`src/rtl/uart_rx_param.sv`:
```
// uart_rx_param: parametrised UART receiver with input sync, mid-bit sampling, parity/framing checks
//  clk, rst_n (async active-low) | dataserial: raw idle-high line
//  data_out/parity_err/frame_err: last frame, loaded with the one-cycle data_valid strobe
//  busy: receiver is inside a frame
module uart_rx_param #(
  parameter int CLOCKS_PER_BIT = 217,
  parameter int DATA_BITS      = 8,
  parameter int PARITY_MODE    = 0,
  parameter int STOP_BITS      = 1
) (
  input  logic                 clk,
  input  logic                 rst_n,
  input  logic                 dataserial,
  output logic [DATA_BITS-1:0] data_out,
  output logic                 data_valid,
  output logic                 parity_err,
  output logic                 frame_err,
  output logic                 busy
);
  localparam int CNT_W = $clog2(CLOCKS_PER_BIT);
  localparam int IDX_W = $clog2(DATA_BITS);
  localparam logic [CNT_W-1:0] BIT_END = CNT_W'(CLOCKS_PER_BIT - 1);
  localparam logic [CNT_W-1:0] MID = CNT_W'((CLOCKS_PER_BIT - 1) / 2);
  localparam logic [IDX_W-1:0] LAST_IDX = IDX_W'(DATA_BITS - 1);
  localparam logic ODD = PARITY_MODE == 1;
  typedef enum logic [2:0] {IDLE, START, DATA, PARITY, STOP} state_t;
  state_t state, state_n;
  logic [CNT_W-1:0] cnt;
  logic [IDX_W-1:0] idx;
  logic [DATA_BITS-1:0] shift;
  logic sync1, rx_s, rx_prev, stop_idx, perr, ferr, done;
  logic bit_end, mid, last_stop;
  assign bit_end = cnt == BIT_END;
  assign mid = cnt == MID;
  assign last_stop = (STOP_BITS == 1) || stop_idx;
  assign busy = state != IDLE;
  always_ff @(posedge clk or negedge rst_n)
    if (!rst_n) state <= IDLE;
    else state <= state_n;
  // Every later sample lands one bit period after the mid-start check, i.e. mid-bit;
  // leaving STOP at mid-stop-bit lets a directly following start bit be caught.
  always_comb begin
    state_n = state;
    done = 1'b0;
    case (state)
      IDLE:   if (rx_prev && !rx_s) state_n = START;
      START:  if (mid) state_n = rx_s ? IDLE : DATA;
      DATA:   if (bit_end && idx == LAST_IDX) state_n = (PARITY_MODE != 0) ? PARITY : STOP;
      PARITY: if (bit_end) state_n = STOP;
      STOP:   if (bit_end && last_stop) begin
        state_n = IDLE;
        done = 1'b1;
      end
      default: state_n = IDLE;
    endcase
  end
  always_ff @(posedge clk or negedge rst_n) begin
    if (!rst_n) begin
      sync1 <= 1'b1;
      rx_s <= 1'b1;
      rx_prev <= 1'b1;
      cnt <= '0;
      idx <= '0;
      shift <= '0;
      perr <= 1'b0;
      ferr <= 1'b0;
      stop_idx <= 1'b0;
      data_out <= '0;
      data_valid <= 1'b0;
      parity_err <= 1'b0;
      frame_err <= 1'b0;
    end else begin
      sync1 <= dataserial;
      rx_s <= sync1;
      rx_prev <= rx_s;
      cnt <= (state == IDLE || (state == START && mid) || bit_end) ? '0 : cnt + 1'b1;
      if (state == START) begin
        idx <= '0;
        perr <= 1'b0;
        ferr <= 1'b0;
        stop_idx <= 1'b0;
      end
      if (state == DATA && bit_end) begin
        shift[idx] <= rx_s;
        idx <= idx + 1'b1;
      end
      if (state == PARITY && bit_end) perr <= rx_s ^ (^shift) ^ ODD;
      if (state == STOP && bit_end) begin
        stop_idx <= 1'b1;
        if (!rx_s) ferr <= 1'b1;
      end
      data_valid <= done;
      // The final stop sample is folded in directly since ferr only updates on this same edge.
      if (done) begin
        data_out <= shift;
        parity_err <= perr;
        frame_err <= ferr | ~rx_s;
      end
    end
  end
endmodule
```
`config.mk`:
```
export PLATFORM = sky130hd
export DESIGN_NAME = uart_rx_param
export DESIGN_NICKNAME = d
export VERILOG_FILES = /design/src/rtl/uart_rx_param.sv
export SDC_FILE = /design/constraint.sdc
export NUM_CORES = 1
export LEC_CHECK = 0
export ABC_AREA = 0
export BUFFER_PORTS_ARGS = -buffer_cell sky130_fd_sc_hd__buf_2
export CORE_UTILIZATION = 39
export DETAILED_ROUTE_END_ITERATION = 7
export HOLD_SLACK_MARGIN = 0.03
export PLACE_DENSITY = 0.55
export SLEW_MARGIN = 20
export SYNTH_ARGS = -nofsm -noshare
export SYNTH_HDL_FRONTEND = slang
export SYNTH_SLANG_ARGS = --single-unit
```
`constraint.sdc`:
```
create_clock -name clk -period 2.7 [get_ports clk]
set_input_delay 0.54 -clock clk [delete_from_list [all_inputs] [get_ports clk]]
set_output_delay 0.54 -clock clk [all_outputs]
set_load 0.05 [all_outputs]
```
Word level (Yosys, flattened, before mapping)
Index checks and enable logic that the tools add are counted.
{"block": "classes", "addsub": 2, "magnitude_cmp": 2, "n_eq_ne": 12, "mux": 20, "n_bitwise": 3, "reduce_logical": 16}
{"op": "3-bit 2-to-1 mux", "n": 7}
{"op": "3-bit one-hot mux with 5 select lines", "n": 1}
{"op": "2-bit inequality test (second input constant)", "n": 5}
{"op": "8-bit by 1-bit adder with 8-bit output (second input constant)", "n": 1}
{"op": "8-bit bitwise mux", "n": 1}
{"op": "8-bit by 7-bit equality test with 1-bit output (second input constant)", "n": 1}
{"op": "8-bit equality test (second input constant)", "n": 1}
{"op": "1-bit 2-to-1 mux", "n": 8}
{"op": "8-bit 2-to-1 mux", "n": 1}
{"op": "8-bit parity", "n": 1}
{"op": "1-bit logical AND", "n": 7}
{"op": "3-bit by 2-bit equality test with 1-bit output (second input constant)", "n": 2}
{"op": "3-bit equality test (second input constant)", "n": 2}
{"op": "5-bit AND reduction", "n": 1}
{"op": "3-bit by 4-bit < comparator with 1-bit output (second input constant)", "n": 1}
{"op": "2-bit nonzero test", "n": 2}
{"op": "3-bit by 1-bit adder with 3-bit output (second input constant)", "n": 1}
{"op": "1-bit demux with 3-bit select", "n": 1}
{"op": "3-bit by 1-bit equality test with 1-bit output (second input constant)", "n": 1}
{"op": "3-bit by 1-bit greater-or-equal comparator with 1-bit output (second input constant)", "n": 1}
{"op": "3-bit zero test", "n": 1}
{"op": "3-bit nonzero test", "n": 1}
{"op": "1-bit logical OR", "n": 2}
{"op": "2-bit 2-to-1 mux", "n": 1}
{"op": "other kinds (4)", "n": 4}
{"block": "word_totals", "regBits": 38, "word_cells": 68}

Depth between registers and ports, before layout
{"block": "depth", "ltp_word": 5, "mapped_depth": 7, "mapped_depth_nobuf": 6}

Worst setup path before layout
OpenSTA, ideal clock, no wires.
{"block": "synth_timing", "kind": "reg2reg", "from": "register cnt[0]", "to": "register shift[2]", "t_arrival_ns": 1.917, "required_ns": 2.572, "path_slack_ns": 0.656, "stages_incl_launch_ff": 8, "path_buffers": 1, "period_less_slack_ns": 2.044, "path_cell_list": "dfrtp_1 > inv_1 > ha_1 > nand4_1 > or4b_1 > buf_4 > nor4_2 > mux2_1"}
{"block": "synth_between", "elab_chain_len": 2}
{"item": "start: declaration", "line": "28", "rtl": "logic [CNT_W-1:0] cnt;"}
{"item": "start signal: assignment", "line": "76", "rtl": "cnt <= (state == IDLE || (state == START && mid) || bit_end) ? '0 : cnt + 1'b1;"}
{"item": "8-bit equality test", "line": "33", "rtl": "assign bit_end = cnt == BIT_END;"}
{"item": "1-bit logical AND", "line": "83", "rtl": "if (state == DATA && bit_end) begin"}
{"item": "end signal: indexed assignment", "line": "84", "rtl": "shift[idx] <= rx_s;"}
{"item": "end: declaration", "line": "30", "rtl": "logic [DATA_BITS-1:0] shift;"}
Every way passes these cells.
A chain may end at the register's enable or synchronous reset.

Final worst setup path
Ends and elaborated chain as after synthesis.

==> results.rst <==
.. list-table::
   :header-rows: 1

   * - Metric
     - Value
   * - Outcome
     - finished, violations left
   * - Failing checks
     - design-rule violations
   * - GR Util All Layers
     - 0.1640
   * - Via total after detailed routing
     - 1,241
   * - Number of instances resized during post-cts repair
     - 0
   * - Data required, critical path
     - 2880 ps
   * - Worst path cell trace
     - inv_1, ha_1, nand4_1, or4b_1, nor4_2, mux2_1
   * - Cts-stage hold buffer count
     - 0
   * - Reported leakage power
     - 0.9992 nW
   * - Synthesis-stage register bit count
     - 38
   * - Yosys warnings
     - 0
   * - Data arrival time at the worst-slack endpoint
     - 2440 ps
   * - Total core area
     - 4444 µm²
   * - Setup repair after global routing missed its margin
     - no
   * - Fin. Hold Viols
     - 0
   * - Routability congestion estimate
     - 0.8853
   * - Period Utilization, post-route
     - 0.8369
   * - Area grow syn2layout
     - 12.05%
   * - Clock tree root driver cell
     - sky130_fd_sc_hd__clkbuf_8
   * - Number of buffer cells added on primary ports
     - 14
   * - Starting density of the core
     - 0.4113
   * - Asr flop ratio synth
     - 1.000
   * - Max cap viols
     - 0
   * - Fraction of layout cells with a size suffix above 1
     - 0.1886
   * - CTS tree
     - yes
   * - Main flop type after synthesis
     - sky130_fd_sc_hd__dfrtp_1
   * - TritonCTS buffer count
     - 5
   * - CP bufs+invs
     - 1
   * - DR WL/cell
     - 15.34 µm
   * - Element type at the critical path start
     - flip-flop
   * - Final antenna-violating net count
     - 0
   * - Final critical path time including I/O delays and setup
     - 2260 ps
   * - Largest stage delay, worst path
     - 700 ps
   * - EDFF count, synth
     - 0
   * - Count of unique library cells instantiated by Yosys
     - 38
   * - Netlist area before placement
     - 1828 µm²
   * - Actual slew at the worst max-slew pin
     - 828.5 ps
   * - Worst-skew pair later-pin latency
     - 290 ps
   * - Worst reg2reg startpoint
     - cnt[0]
   * - Pins over their slew limit
     - 0
   * - CP max FO
     - 10
   * - Maximum count of clock buffers along a single path
     - 2
   * - Final Total Pwr
     - 1.302 mW
   * - Type of the tightest min-delay check
     - in -> async
   * - Endpoint type of the worst setup path
     - flip-flop
   * - Antenna cell count
     - 0
   * - Nets
     - 181
   * - Gate Count Post-Synth
     - 158
   * - Overall overflow remaining after global route
     - 0
   * - Routed WL
     - 3483 µm
   * - Peak Freq
     - 442.5 MHz
   * - Worst path slowest cell
     - sky130_fd_sc_hd__or4b_1
   * - Synthesized area per cell
     - 11.57 µm²
   * - Pre-Repair DR Iteration Count
     - 6
   * - Worst slew margin relative to its limit
     - 0.4476
   * - # IOs
     - 15
   * - H-tree Lvls
     - 2
   * - Total die area
     - 4965 µm²
   * - Iteration-0 DRC Markers
     - 95
   * - Peak supply drop
     - 357.8 µV
   * - Final count of negative-setup-slack endpoints
     - 0
   * - Startpoint-to-endpoint class of the critical path
     - reg -> reg
   * - Number of placement rows
     - 24
   * - Power density over the cells
     - 635.7 nW/µm²
   * - Number of buffers inserted by post-CTS setup repair
     - 0
   * - Global-route wire length before repair
     - 6210 µm
   * - Clock tree skew after final layout
     - 7.600 ps
   * - Die Height
     - 70.47 µm
   * - X dimension of the die
     - 70.47 µm
   * - DP Wirelength
     - 2438 µm
   * - Maximum number of pins on one net before global-route repair
     - 39
   * - Number of clock sinks
     - 38
   * - Cell family with most CP delay
     - simple AND/OR/NAND/NOR gates
   * - Launching element of the worst setup path
     - cnt[0]
   * - Sequential fraction of the synthesis area
     - 0.5222
   * - # DRC
     - 4
   * - Total negative slack
     - 0 ps
   * - Number of antenna violations at the first check in global routing
     - 0
   * - Via-per-instance ratio
     - 5.467
   * - CTS clock-pin slew for the worst setup and hold paths
     - 80 ps
   * - Number of global-route vias before repair
     - 1,263
   * - Post-Syn Nets
     - 165
[final timing paths]
path | end | slack, ps | cells past startpoint
max in group asynchronous | cnt[2] | 1830 | 1
max reg2reg | shift[2] | 440 | 6
min in group clk | sync1 | 350 | 1
max | shift[2] | 440 | 6
min reg2reg | rx_s | 350 | 0
min | data_out[7] | 340 | 1
[cell type report]
type	instances	area, µm²
inverters	7	26.28
multi-input cells	107	815.8
clock buffers	5	68.82
flip-flops and latches	38	954.7
clock inverters	3	40.04
repair buffers	15	77.57
fillers	430	2396
well taps	52	65.06
[cell families after synthesis]
family / after synthesis / share of synthesized area
AND/OR/NAND/NOR: 59 / 0.1910
flip-flops: 38 / 0.5222
multiplexers: 18 / 0.1102
AO/OA/AOI/OAI: 13 / 0.04791
XOR/XNOR: 13 / 0.06981
buffers and inverters: 13 / 0.03148
adder cells (fa/ha/maj): 4 / 0.02738
[placed cells by master, fill, tap and decap left out, types with 2 or more instances in the layout]
| cell | count |
|---|---|
| sky130_fd_sc_hd__clkbuf_8 | 5 |
| sky130_fd_sc_hd__nand3_1 | 3 |
| sky130_fd_sc_hd__nor2b_1 | 2 |
| sky130_fd_sc_hd__nor2_1 | 15 |
| sky130_fd_sc_hd__buf_2 | 14 |
| sky130_fd_sc_hd__mux2_2 | 2 |
| sky130_fd_sc_hd__o21ai_0 | 3 |
| sky130_fd_sc_hd__o211ai_1 | 2 |
| sky130_fd_sc_hd__xnor2_1 | 5 |
| sky130_fd_sc_hd__o311ai_1 | 2 |
| sky130_fd_sc_hd__dfstp_2 | 3 |
| sky130_fd_sc_hd__or3_1 | 4 |
| sky130_fd_sc_hd__and3_1 | 2 |
| sky130_fd_sc_hd__or4b_1 | 2 |
| sky130_fd_sc_hd__a21oi_1 | 2 |
| sky130_fd_sc_hd__nor3b_1 | 3 |
| sky130_fd_sc_hd__xor2_1 | 7 |
| sky130_fd_sc_hd__nor4_2 | 3 |
| sky130_fd_sc_hd__clkinv_2 | 2 |
| sky130_fd_sc_hd__and2_1 | 3 |
| sky130_fd_sc_hd__dfrtp_1 | 35 |
| sky130_fd_sc_hd__mux2_1 | 15 |
| sky130_fd_sc_hd__inv_1 | 7 |
| sky130_fd_sc_hd__nand2_1 | 6 |
| sky130_fd_sc_hd__nor3_1 | 3 |
| sky130_fd_sc_hd__nand4_1 | 8 |
| sky130_fd_sc_hd__ha_1 | 4 |
[metrics by stage]
step | util | instance area, µm² | std cells | hold slack, ps | worst slack (ps)
global route | 0.4609 | 2048 | 227 | 331.7 | 285.4
floorplan | - | 1828 | 158 | 244.4 | 655.6
detailed placement | 0.4364 | 1939 | 219 | 347.3 | 430.7
finish | 0.4609 | 2048 | 227 | 339.8 | 440.3
CTS | 0.4609 | 2048 | 227 | 335.7 | 426.7
global placement | 0.4364 | 1939 | 219 | 346.2 | 496.2
[Yosys cell counts (2+ instances only)]
cell	n	area, µm²
sky130_fd_sc_hd__inv_1	7	26.28
sky130_fd_sc_hd__o311ai_1	2	17.52
sky130_fd_sc_hd__nor2_1	15	56.30
sky130_fd_sc_hd__dfstp_2	3	78.83
sky130_fd_sc_hd__nand3_1	3	15.01
sky130_fd_sc_hd__nor4_2	3	37.54
sky130_fd_sc_hd__nor3b_1	3	22.52
sky130_fd_sc_hd__a21oi_1	2	10.01
sky130_fd_sc_hd__buf_4	2	15.01
sky130_fd_sc_hd__and2_1	3	18.77
sky130_fd_sc_hd__dfrtp_1	35	875.8
sky130_fd_sc_hd__mux2_1	15	168.9
sky130_fd_sc_hd__clkbuf_1	3	11.26
sky130_fd_sc_hd__and3_1	2	12.51
sky130_fd_sc_hd__mux2_2	2	22.52
sky130_fd_sc_hd__xnor2_1	5	43.79
sky130_fd_sc_hd__or3_1	4	25.02
sky130_fd_sc_hd__o211ai_1	2	15.01
sky130_fd_sc_hd__ha_1	4	50.05
sky130_fd_sc_hd__or4b_1	2	20.02
sky130_fd_sc_hd__nand2_1	6	22.52
sky130_fd_sc_hd__nor3_1	3	15.01
sky130_fd_sc_hd__o21ai_0	3	15.01
sky130_fd_sc_hd__xor2_1	7	61.31
sky130_fd_sc_hd__nand4_1	8	50.05
sky130_fd_sc_hd__nor2b_1	2	12.51
[state kept, by name, indices dropped and copies added, names as in the netlist]
signal	flops
cnt	8
data_out	8
shift	8
idx	3
state	3
data_valid	1
ferr	1
frame_err	1
parity_err	1
perr	1
rx_prev	1
rx_s	1
sync1	1
[power breakdown]
group | switching (mW) | leakage, nW | internal [mW]
clock | 0.206 | 0.0579 | 0.272
combinational | 0.0875 | 0.431 | 0.0611
sequential | 0.0643 | 0.510 | 0.611
[layer usage]
| layer | part of all wire | global-route usage |
|---|---|---|
| met1 | 0.49 | 0.2194 |
| met2 | 0.46 | 0.2578 |
| met3 | 0.034 | 0.04329 |
| met4 | 0.013 | 0.05442 |
| met5 | 0 | 0 |
Note: power is estimated with default switching activity, not from simulation.
